## config.mk

```make
export PLATFORM = sky130hd
export DESIGN_NAME = divider_8by4_seq
export DESIGN_NICKNAME = d
export VERILOG_FILES = /design/src/rtl/divider_8by4_seq.sv
export SDC_FILE = /design/constraint.sdc
export NUM_CORES = 1
export LEC_CHECK = 0
export ABC_AREA = 1
export CORE_UTILIZATION = 35
export DETAILED_ROUTE_END_ITERATION = 8
export PLACE_DENSITY = 0.57
export SYNTH_ARGS = -nofsm -noshare
export SYNTH_HDL_FRONTEND = slang
export SYNTH_SLANG_ARGS = --single-unit
```

## constraint.sdc

```tcl
create_clock -name clk -period 4.9 [get_ports clk]
set_clock_uncertainty 0.15 [all_clocks]
set_input_delay 0.735 -clock clk [delete_from_list [all_inputs] [get_ports clk]]
set_output_delay 0.735 -clock clk [all_outputs]
set_load 0.01 [all_outputs]
```

## src/rtl/divider_8by4_seq.sv

```systemverilog
// Sequential 8-bit by 4-bit unsigned restoring divider.
// One quotient bit per cycle, MSB first; divide-by-zero short-circuits to DONE.
module divider_8by4_seq (
  input  logic       clk,
  input  logic       rst_n,
  input  logic       start,
  input  logic [7:0] dividend,
  input  logic [3:0] divisor,
  output logic       busy,
  output logic       done,
  output logic [7:0] quotient,
  output logic [3:0] remainder,
  output logic       div_by_zero
);

  localparam int unsigned DVD_W = 8;
  localparam int unsigned DVS_W = 4;
  localparam int unsigned PR_W  = DVS_W + 1;
  localparam int unsigned CNT_W = 3;

  typedef enum logic [1:0] {
    S_IDLE = 2'd0,
    S_RUN  = 2'd1,
    S_DONE = 2'd2
  } state_t;

  state_t state, state_nxt;

  logic [DVD_W-1:0] dvd_sh;
  logic [DVD_W-1:0] q_sh;
  logic [DVS_W-1:0] dvs_r;
  // Only the low bits of the partial remainder are kept between steps:
  // after a step it is always below the divisor, so its top bit is zero.
  logic [DVS_W-1:0] pr;
  logic [CNT_W-1:0] cnt;

  logic [PR_W-1:0]  pr_shift;
  logic [DVS_W-1:0] pr_step;
  logic             q_bit;
  logic             last_step;
  logic             zero_div;
  logic             busy_nxt;
  logic             done_nxt;

  assign last_step = (cnt == CNT_W'(DVD_W - 1));
  assign zero_div  = (divisor == '0);

  // One restoring-division step: shift in the next dividend bit, trial-subtract.
  always_comb begin
    pr_shift = {pr, dvd_sh[DVD_W-1]};
    q_bit    = (pr_shift >= {1'b0, dvs_r});
    pr_step  = pr_shift[DVS_W-1:0];
    if (q_bit) begin
      pr_step = DVS_W'(pr_shift - {1'b0, dvs_r});
    end
  end

  // State register.
  always_ff @(posedge clk or negedge rst_n) begin
    if (!rst_n) begin
      state <= S_IDLE;
    end else begin
      state <= state_nxt;
    end
  end

  // Next-state logic.
  always_comb begin
    state_nxt = state;
    case (state)
      S_IDLE: begin
        if (start) begin
          state_nxt = zero_div ? S_DONE : S_RUN;
        end
      end
      S_RUN: begin
        if (last_step) begin
          state_nxt = S_DONE;
        end
      end
      S_DONE:  state_nxt = S_IDLE;
      default: state_nxt = S_IDLE;
    endcase
  end

  // Status outputs follow the state being entered so they register in step with it.
  always_comb begin
    busy_nxt = 1'b0;
    done_nxt = 1'b0;
    if (state_nxt == S_RUN) begin
      busy_nxt = 1'b1;
    end
    if (state_nxt == S_DONE) begin
      done_nxt = 1'b1;
    end
  end

  // Status output registers.
  always_ff @(posedge clk or negedge rst_n) begin
    if (!rst_n) begin
      busy <= 1'b0;
      done <= 1'b0;
    end else begin
      busy <= busy_nxt;
      done <= done_nxt;
    end
  end

  // Operand capture, iteration datapath and result registers.
  always_ff @(posedge clk or negedge rst_n) begin
    if (!rst_n) begin
      dvd_sh      <= '0;
      dvs_r       <= '0;
      q_sh        <= '0;
      pr          <= '0;
      cnt         <= '0;
      quotient    <= '0;
      remainder   <= '0;
      div_by_zero <= 1'b0;
    end else begin
      case (state)
        S_IDLE: begin
          if (start) begin
            dvd_sh <= dividend;
            dvs_r  <= divisor;
            q_sh   <= '0;
            pr     <= '0;
            cnt    <= '0;
            if (zero_div) begin
              quotient    <= '1;
              remainder   <= '1;
              div_by_zero <= 1'b1;
            end
          end
        end
        S_RUN: begin
          dvd_sh <= {dvd_sh[DVD_W-2:0], 1'b0};
          q_sh   <= {q_sh[DVD_W-2:0], q_bit};
          pr     <= pr_step;
          cnt    <= cnt + CNT_W'(1);
          if (last_step) begin
            quotient    <= {q_sh[DVD_W-2:0], q_bit};
            remainder   <= pr_step;
            div_by_zero <= 1'b0;
          end
        end
        default: ;
      endcase
    end
  end

endmodule

```

-- Yosys cells after proc, flatten, opt, wreduce, memory -nomap -nowiden
Index checks and enable logic that the tools add are counted.
- input bits: 15
- register bits after elaboration: 43
- word-level logic and storage cells: 54
- reductions and logical operators: 6
- add/sub/neg operators: 2
- muxes and demuxes: 27
- equal/unequal tests: 7
- magnitude comparators: 1
- operators by type and width (cell ; number):
    $mux W8 ; 4
    $pmux W8 S2 ; 2
    $mux W4 ; 5
    $pmux W4 S2 ; 2
    $pmux W7 S2 ; 1
    $mux W7 ; 1
    $mux W2 ; 3
    $ne A2 B2 Y1 const B ; 3
    $pmux W3 S2 ; 1
    $ge A5 B4 Y1 ; 1
    $mux W1 ; 5
    $eq A2 B1 Y1 const B ; 2
    $logic_not A4 Y1 ; 1
    $pmux W2 S2 ; 1
    $reduce_and A2 Y1 ; 2
    $reduce_and A4 Y1 ; 1
    $sub A4 B4 Y4 ; 1
    $add A3 B1 Y3 const B ; 1
    $eq A3 B3 Y1 const B ; 1
    $mux W3 ; 1
    $eq A2 B2 Y1 const B ; 1
    $logic_not A2 Y1 ; 1
    $pmux W1 S2 ; 1
    $reduce_bool A2 Y1 ; 1

-- Depth between registers and ports, before layout
Gate-level depths: netlist (run 1).
- depth after elaboration: 6
- mapped depth: 12
- depth with buffers taken out: 12

-- Worst setup path after synthesis (run 1)
Ideal clock, no wire load.
- kind: reg2reg
- start: register cnt[0]
- end: register quotient[0]
- path buffers: 0
- period minus slack after synthesis: 1.637 ns
- path slack: 3.263 ns
- arrival time: 1.371 ns
- stages on the path, launching flop included: 9
- data required time: 4.634 ns
- path through: dfrtp_1 ha_1 ha_1 inv_1 nor2_8 nor2_8 clkinv_8 o21ai_2 inv_1
- cells in the longest elaborated chain, start to end: 3
- ends and longest elaborated chain (item ; RTL line ; RTL):
    start, declared ; 35 ; logic [CNT_W-1:0] cnt;
    start signal, assigned ; 140 ; cnt <= cnt + CNT_W'(1);
    $eq A3 B3 Y1 ; 45 ; assign last_step = (cnt == CNT_W'(DVD_W - 1));
    $ne A2 B2 Y1 (no source line) ; n/a ;
    $reduce_and A4 Y1 (no source line) ; n/a ;
    end signal, assigned ; 142 ; quotient <= {q_sh[DVD_W-2:0], q_bit};
    end, declared ; 11 ; output logic [7:0] quotient,
No other way between the ends.
A chain may end at the register's enable or synchronous reset.

-- Worst setup path after layout (run 1)
- start: register quotient[0]
- end: output port quotient[0]
No word-level cell between the ends.

==> summary.txt, run 1 <==
Global routing
  – Vias in the first global route: 1,519
  – Largest net degree at the start of global routing: 44
  – Initial antenna violation count: 0
  – Total gr overflow: 0
  – All-layer global routing usage: 15.1%
  – First-pass GRT wire length: 7070 um

Critical path
  – Crit path to: quotient[0]
  – Worst Setup Start Kind: register
  – CP required: 4010 ps
  – Endpoint class of the critical path: primary output
  – WP depth: 1
  – Crit Path Class: reg2out
  – Worst reg2reg endpoint: remainder[2]
  – Crit-path slowest cell: clkdlybuf4s50_1
  – Cell Chain, Critical Path: clkdlybuf4s50_1
  – Crit path max fanout: 2
  – Worst r2r src: pr[1]
  – Top cell family by delay on the critical path: buffers and inverters
  – Buf+Inv Stages, Crit Path: 1
  – Crit. Startpoint: quotient[0]
  – Critical Path AT: 1210 ps
  – Register-to-register setup slack: 3030 ps
  – Max incr delay on CP: 540 ps
  – Path depth of the worst reg2reg path: 9

Layout
  – Ant diodes: 0
  – Layout cells sized above 1: 14.9%
  – Area growth syn-to-layout: 22.7%
  – Most frequent cells in the layout: nand2_1, dfrtp_1, inv_1
  – Most common cell after layout, fill and taps aside: nand2_1
  – Design area: 2530 um2
  – Final-stage net count: 282
  – Util after Layout: 45.3%
  – Fill count: 575

Timing
  – Hold Fails Final Rpt: 0
  – Max Freq: 0.478 GHz
  – Final max-slew violation count: 0
  – Worst Hold Margin: 333 ps
  – Post-route setup TNS: 0 ps
  – Setup violations, final: 0
  – RSZ-0062 raised after global routing: no
  – Actual slew at the worst max-slew pin: 949 ps
  – Final period util: 42.7%
  – Worst relative slew slack: 36.7%
  – Fin crit period: 2090 ps

Job
  – Maxcap violations: 0

Clocking
  – Max H-tree Level: 2
  – Post_cts resized: 0
  – Clk sinks: 43
  – Reg clk slew, reported paths: 90 ps
  – CTS buffer count: 5
  – CTS tree: yes
  – Post-CTS Setup Repair Bufs: 0
  – Clock root cell: clkbuf_8
  – Hold_buf cts: 0
  – Later-pin clock latency in the skew report: 300 ps
  – Clock buffer depth: 2

Synthesis
  – Synthesized net count: 249
  – Netlist cell types: 27
  – Post-Syn Area: 2060 um2
  – Synth top area share: 52.2%
  – Seq/Total Area, Yosys: 52.2%
  – Synth Area in Compound Gates: 9.36%
  – Post-Synth Adder-Cell Area: 4.62%
  – Avg Inst Size Synth: 9.07 um2
  – Cell count after synthesis: 227
  – Flops & latches, synth: 43
  – Top cells by area, synth: dfrtp_1, nand2_1, inv_1
  – XOR/XNOR share of the synthesized area: 0.425%
  – Mux cell area share after synthesis: 0%
  – Largest family of logic cells by synthesized area: simple AND/OR/NAND/NOR gates
  – Post-synthesis simple-gate area fraction: 24.7%
  – Area leader, netlist: dfrtp_1
  – Synth warn: 0

Route
  – Vias: 1,515
  – DR WL/cell: 11.7 um
  – DRC Markers: 0
  – Routed Antenna Nets: 0
  – Vias/cell: 4.55
  – DRT Wirelength: 3900 um
  – DR iter-0 viols: 113
  – First drt pass iteration count: 5

Floorplan
  – Initial Util: 36.9%
  – Core area: 5570 um2
  – DIE AREA: 6200 um2
  – Die H: 78.7 um
  – Row cnt: 27
  – IO Count: 30
  – Die Wd: 78.7 um

Placed design
  – Placed cell areas: 2410 um2
  – HPWL Detailed: 2790 um
  – GPL Wtd Cong: 0.799
  – I/O Buffers: 29

Power and ir drop
  – Switching Fraction: 40.9%
  – Pleak: 0.00124 uW
  – Sw Pwr: 704 uW
  – Comb pwr share: 48.4%
  – Share of power burned in registers: 35.4%
  – Clock share of power: 16.1%
  – Cell Int Power: 1020 uW
  – Worst vdd ir: 0.207 mV
  – PwrDens: 681 nW/um2

Status
  – Status: finished clean

Hold path
  – Hold Path Class: reg2reg
==> how the worst min path moves through the flow <==
| stage | startpoint | endpoint | cells after the start |
|---|---|---|---|
| finish | cnt[0] | cnt[0] | 1 |
| global route | div_by_zero | div_by_zero | 2 |
| CTS | cnt[0] | cnt[0] | 1 |
| detailed placement | dvd_sh[0] | dvd_sh[0] | 2 |
| global placement | dvd_sh[0] | dvd_sh[0] | 2 |
| floorplan | rst_n | busy | 0 |
==> synthesized netlist by cell type <==
cell type / n
a21oi_2: 1
o22ai_1: 6
inv_2: 4
fa_1: 1
xnor2_1: 1
nor2_4: 1
buf_6: 1
buf_2: 2
nand2_1: 48
nand2_4: 1
inv_6: 1
nor2_1: 16
clkinv_8: 1
a21oi_1: 6
nand3_4: 1
o21ai_2: 1
dfrtp_1: 43
inv_1: 31
nor2_8: 2
o21ai_0: 16
nand2_2: 2
nand3_1: 14
a22o_1: 2
ha_1: 6
nor2_2: 15
o21ai_1: 2
nand4_1: 2
==> sequential cells by signal (all words and copies together) (netlist names) <==
signal / count
state: 2
quotient: 8
dvs_r: 4
dvd_sh: 8
q_sh: 7
busy: 1
pr: 4
remainder: 4
done: 1
div_by_zero: 1
cnt: 3
==> power groups by stage <==
stage,combinational (uW),sequential [uW],clock [uW]
after global routing,966,634,299
after floorplan,581,625,0
after CTS,839,611,288
after global placement,826,615,0
final,834,610,278
after detailed placement,838,617,0
==> metrics by stage <==
stage | power [uW] | cells | setup slack, ps
after floorplan | 1210 | 227 | 3260
after global placement | 1440 | 325 | 2580
after detailed placement | 1460 | 325 | 2540
after CTS | 1740 | 333 | 2790
after global routing | 1900 | 333 | 2760
final | 1720 | 333 | 2810
==> area by class of cell <==
class                   count  area [um2]  share of cell area [%]
inverters                  37         156                    6.19
repair buffers             29         285                    11.3
clock inverters             3        43.8                    1.73
well taps                  72        90.1                    3.57
flip-flops and latches     43        1080                    42.6
multi-input cells         144         806                    31.9
clock buffers               5        68.8                    2.72
==> routing by layer <==
metal  vias to the layer above  wire (um)  track usage (%)
met3                         5        120             3.22
met2                        28       1650             22.3
li1                        788          -                -
met1                       694       2040             21.1
met5                         -          0                0
met4                         0         83             6.67
==> cell families after synthesis <==
kind of cell	after synthesis
adders and majority gates	7
and+or+nand+nor	102
buffers and inverters	40
DFF	43
xor gates and xnor gates	1
AOI/OAI and AO/OA	34
Power figures use the tool's default switching activity.
==> inputs of run 2 (changes only) <==
--- a/config.mk
+++ b/config.mk
@@ -8,7 +8,7 @@
 export ABC_AREA = 1
 export CORE_UTILIZATION = 35
 export DETAILED_ROUTE_END_ITERATION = 8
-export PLACE_DENSITY = 0.57
+export PLACE_DENSITY = 0.6
 export SYNTH_ARGS = -nofsm -noshare
 export SYNTH_HDL_FRONTEND = slang
 export SYNTH_SLANG_ARGS = --single-unit
==> constraint.sdc (replaced) <==
create_clock -name clk -period 1.81 [get_ports clk]
set_clock_uncertainty 0.15 [all_clocks]
set_input_delay 0.2715 -clock clk [delete_from_list [all_inputs] [get_ports clk]]
set_output_delay 0.2715 -clock clk [all_outputs]
set_load 0.01 [all_outputs]
==> summary.txt, run 2 (synthesis gave the netlist of run 1 again) <==
Global routing
  – Initial antenna violation count: 0 (unchanged)
  – Largest net degree at the start of global routing: 44 (unchanged)
  – Total gr overflow: 0 (unchanged)
  – First-pass GRT wire length: 7160 um (+1.2%)
  – Vias in the first global route: 1,541 (+1.4%)
  – All-layer global routing usage: 15.3% (+0.24 points)

Timing
  – Fin crit period: 1700 ps
  – Worst Hold Margin: 335 ps (+2.13 ps)
  – Hold Fails Final Rpt: 0 (unchanged)
  – Max Freq: 0.588 GHz
  – Final max-slew violation count: 0 (unchanged)
  – Actual slew at the worst max-slew pin: 541 ps (-408 ps)
  – Setup violations, final: 0 (unchanged)
  – Worst relative slew slack: 63.9% (+27 points)
  – Final period util: 94.0%

Power and ir drop
  – PwrDens: 1830 nW/um2 (+170%)
  – Pleak: 0.00131 uW (+5.5%)
  – Worst vdd ir: 0.774 mV (+270%)

Placed design
  – HPWL Detailed: 2900 um (+3.6%)
  – Placed cell areas: 2520 um2 (+4.4%)
  – I/O Buffers: 29 (unchanged)
  – GPL Wtd Cong: 0.775 (-3.0%)

Route
  – Routed Antenna Nets: 0 (unchanged)
  – Vias/cell: 4.50 (-1.1%)
  – DRT Wirelength: 4050 um (+3.9%)
  – DR WL/cell: 11.5 um (-1.5%)
  – DR iter-0 viols: 76 (-33%)
  – First drt pass iteration count: 4 (-1)
  – DRC Markers: 0 (unchanged)
  – Vias: 1,580 (+4.3%)

Layout
  – Ant diodes: 0 (unchanged)
  – Final-stage net count: 300 (+6.4%)
  – Regs by FF count: dvd_sh x8, quotient x8, q_sh x7
  – Area growth syn-to-layout: 30.4%
  – Design area: 2690 um2 (+6.3%)
  – Layout cells sized above 1: 21.9% (+6.9 points)
  – Most common cell after layout, fill and taps aside: nand2_1
  – Util after Layout: 48.2% (+2.9 points)
  – Most frequent cells in the layout: nand2_1, dfrtp_1, inv_1
  – Fill count: 544 (-5.4%)

Clocking
  – Max H-tree Level: 2 (unchanged)
  – Reg clk slew, reported paths: 90 ps (about the same)
  – CTS tree: yes
  – Clock buffer depth: 2 (unchanged)
  – Clk sinks: 43 (unchanged)
  – Later-pin clock latency in the skew report: 300 ps (about the same)
  – Clock root cell: clkbuf_8
  – CTS buffer count: 5 (unchanged)

Critical path
  – Critical Path AT: 1750 ps (+540 ps)
  – CP required: 1860 ps (-2150 ps)
  – Crit path max fanout: 4 (+2)
  – Endpoint class of the critical path: register
  – Crit Path Class: reg2reg
  – Worst Setup Start Kind: register

Floorplan
  – Die Wd: 78.7 um (unchanged)
  – DIE AREA: 6200 um2 (unchanged)
  – IO Count: 30 (unchanged)
  – Core area: 5570 um2 (unchanged)
  – Row cnt: 27 (unchanged)
  – Initial Util: 36.9% (unchanged)
  – Die H: 78.7 um (unchanged)

Job
  – Maxcap violations: 0 (unchanged)

Status
  – Status: finished clean

Hold path
  – Hold Path Class: reg2reg
[run 2: worst paths after layout]
path                       startpoint      endpoint  slack [ps]  cells past startpoint
max                             pr[1]  remainder[0]         110                     11
min                            cnt[0]        cnt[0]         330                      1
max reg2reg                     pr[1]  remainder[0]         110                     11
min reg2reg                    cnt[0]        cnt[0]         330                      1
max in group asynchronous       rst_n   div_by_zero         710                      3
min in group asynchronous       rst_n         pr[1]         410                      3
[run 2: cell type report]
class                           count  area [um2]  share of cell area [%]
Clock inverter                      3        20.0                   0.745
Multi-Input combinational cell    144         848                    31.6
Sequential cell                    43        1080                    40.1
Clock buffer                        5        68.8                    2.56
Inverter                           37         156                    5.82
Tap cell                           72        90.1                    3.35
Timing Repair Buffer               47         427                    15.9
[run 2: repair_timing]
action | in CTS | in global routing
gates resized for setup | 0 | 7
setup endpoints to repair | 0 | 15
hold buffers | 1 | 0
hold endpoints to repair | 43 | 0
buffers inserted | 0 | 3
[run 2: through the flow]
step,setup slack [ps],total power [uW],TNS [ps],std cells
2_1_floorplan,173,3260,0,227
4_1_cts,41.8,4800,0,348
6_report,109,4920,0,351
3_5_place_dp,59.4,4170,0,339
5_1_grt,-15.5,5420,-32.1,351
3_3_place_gp,96.0,4120,0,339
[run 2: report_power, final]
part / switching, uW / total (uW) / internal (uW)
clock network: 344 / 613 / 268
logic: 1400 / 2650 / 1240
registers: 263 / 1660 / 1400
total: 2010 / 4920 / 2910
[run 2: critical path, cell delays in order, from the launching register on]
cell and delay (ps):
dfrtp_1 430, ha_4 290, nand2_1 50, inv_1 50, nand2_1 40, nand2_1 60, nand2_2 100, buf_4 150
nand3_1 60, nand3_1 100, nand2_1 80, inv_1 30
[run 2: layer usage]
layer	vias up	routed length, um	share of wire [%]	GRT usage, %
li1	821	-	-	-
met1	730	2080	51	21.0
met2	22	1770	44	22.8
met3	7	120	3.0	3.22
met4	0	83	2.0	7.78
met5	-	0	0	0
==> inputs of run 3 (changes only) <==
--- a/config.mk
+++ b/config.mk
@@ -8,7 +8,8 @@
 export ABC_AREA = 1
 export CORE_UTILIZATION = 35
 export DETAILED_ROUTE_END_ITERATION = 8
-export PLACE_DENSITY = 0.6
+export DONT_BUFFER_PORTS = 1
+export PLACE_DENSITY = 0.53
 export SYNTH_ARGS = -nofsm -noshare
 export SYNTH_HDL_FRONTEND = slang
 export SYNTH_SLANG_ARGS = --single-unit
==> summary.txt, run 3 (synthesis gave the netlist of run 1 again) <==
Timing
  – Hold Fails Final Rpt: 0 (unchanged)
  – Worst Hold Margin: 4.55 ps (-330 ps)
  – Setup violations, final: 0 (unchanged)
  – Final period util: 94.7% (+0.67 points)
  – Max Freq: 0.584 GHz (-0.71%)
  – Final max-slew violation count: 0 (unchanged)
  – Actual slew at the worst max-slew pin: 402 ps (-139 ps)
  – Worst relative slew slack: 73.1% (+9.2 points)
  – Fin crit period: 1710 ps (+12.1 ps)

Global routing
  – Vias in the first global route: 1,464 (-5.0%)
  – Initial antenna violation count: 0 (unchanged)
  – All-layer global routing usage: 14.9% (-0.42 points)
  – First-pass GRT wire length: 6980 um (-2.4%)
  – Total gr overflow: 0 (unchanged)
  – Largest net degree at the start of global routing: 44 (unchanged)

Critical path
  – Critical Path AT: 1810 ps (+60 ps)
  – Register-to-register setup slack: 100 ps (about the same)
  – Crit Path Class: reg2reg
  – Crit path max fanout: 4 (unchanged)
  – Endpoint class of the critical path: register
  – CP required: 1900 ps (+40 ps)
  – Worst Setup Start Kind: register

Power and ir drop
  – Worst vdd ir: 0.765 mV (-1.2%)
  – PwrDens: 1960 nW/um2 (+7.0%)
  – Pleak: 0.00122 uW (-7.3%)
  – Overall Power: 4780 uW (-2.9%)

Placed design
  – I/O Buffers: 0 (-100%)
  – Placed cell areas: 2200 um2 (-13%)
  – HPWL Detailed: 2840 um (-2.0%)
  – GPL Wtd Cong: 0.818 (+5.6%)

Floorplan
  – Die H: 78.7 um (unchanged)
  – DIE AREA: 6200 um2 (unchanged)
  – IO Count: 30 (unchanged)
  – Row cnt: 27 (unchanged)
  – Die Wd: 78.7 um (unchanged)
  – Initial Util: 36.9% (unchanged)
  – Core area: 5570 um2 (unchanged)

Clocking
  – Clock buffer depth: 2 (unchanged)
  – Clock root cell: clkbuf_8
  – Later-pin clock latency in the skew report: 300 ps (about the same)
  – CTS buffer count: 5 (unchanged)
  – CTS tree: yes
  – Max H-tree Level: 2 (unchanged)
  – Reg clk slew, reported paths: 80 ps (about the same)
  – Clk sinks: 43 (unchanged)

Route
  – Met2 wire len: 1780 um (+0.45%)
  – Vias/cell: 4.63 (+2.8%)
  – Highest routed layer: met4
  – Vias: 1,486 (-5.9%)
  – DRC Markers: 0 (unchanged)
  – Met3 routed WL: 184 um (+53%)
  – First drt pass iteration count: 4 (unchanged)
  – Routed Antenna Nets: 0 (unchanged)
  – DR iter-0 viols: 99 (+30%)
  – Met1 WL: 1980 um (-4.8%)
  – DR WL/cell: 12.6 um (+9.0%)
  – DRT Wirelength: 4040 um (-0.27%)

Layout
  – Ant diodes: 0 (unchanged)
  – Layout cells sized above 1: 22.9% (+1.0 points)
  – Fill count: 537 (-1.3%)
  – Area growth syn-to-layout: 18.4%
  – Most frequent cells in the layout: nand2_1, dfrtp_1, inv_1
  – Final-stage net count: 270 (-10%)
  – Design area: 2440 um2 (-9.2%)
  – Most common cell after layout, fill and taps aside: nand2_1
  – Regs by FF count: dvd_sh x8, quotient x8, q_sh x7
  – Util after Layout: 43.7% (-4.4 points)

Hold path
  – Hold Path Class: in2reg

Status
  – Status: finished clean

Job
  – Maxcap violations: 0 (unchanged)
==> run 3: cell types whose count changed in the layout (fill, tap and decap cells not counted) <==
cell             change
dlygate4sd3_1        +4
buf_6                -1
bufinv_16            +1
buf_4                -5
clkinv_4             +1
buf_16               +1
clkinvlp_4           -2
nand2_1              -3
clkdlybuf4s50_1     -28
buf_2                -1
ha_4                 -1
ha_1                 +1
nand2_2              +3
==> run 3: report_power, final <==
part / leakage (uW) / switching, uW / internal (uW) / total (uW)
clock network: 0.0000581 / 339 / 411 / 750
registers: 0.000515 / 335 / 1400 / 1740
logic: 0.000643 / 1320 / 971 / 2300
total: 0.00122 / 2000 / 2780 / 4780
==> run 3: final cells by class <==
class / instances / area [um2] / share of cell area (%)
inverters: 37 / 156 / 6.41
clock inverters: 3 / 43.8 / 1.80
well taps: 72 / 90.1 / 3.69
repair buffers: 17 / 160 / 6.57
flip-flops and latches: 43 / 1080 / 44.1
clock buffers: 5 / 68.8 / 2.82
multi-input cells: 144 / 843 / 34.6
==> run 3: critical path: stages, from the launching register on <==
cell	delay [ps]
dfrtp_1	390
inv_1	100
ha_4	220
a21oi_2	160
nand2_1	90
nand2_2	120
buf_4	130
nand3_1	90
nand2_1	110
nand2_1	50
nand2_1	50
==> run 3: path summary, 6_finish.rpt <==
path	to	start	cells after the start
worst max-delay path	pr[3]	dvs_r[2]	10
worst min-delay path	dvs_r[3]	divisor[3]	2
worst max register to register	pr[3]	dvs_r[2]	10
worst min register to register	cnt[0]	cnt[0]	1
max in group asynchronous	pr[1]	rst_n	2
min in group asynchronous	remainder[3]	rst_n	2
==> run 3: stage by stage <==
stage	std cells	worst slack, ps	setup TNS (ps)
after floorplan	227	173	0
after global placement	305	105	0
after detailed placement	305	65.8	0
after CTS	319	52.7	0
after global routing	321	-21.0	-79.0
final	321	96.8	0
==> run 3: what timing repair did <==
action,4_1_cts,5_1_grt
endpoints found under the hold margin,47,0
buffers inserted,0,2
setup endpoints to repair,0,12
hold buffers,6,0
resized for setup,0,8
==> run 3: layer usage <==
metal	GRT usage, %	vias up
met5	0	-
met4	8.33	0
met3	3.56	8
met2	21.4	32
met1	20.5	687
li1	-	759
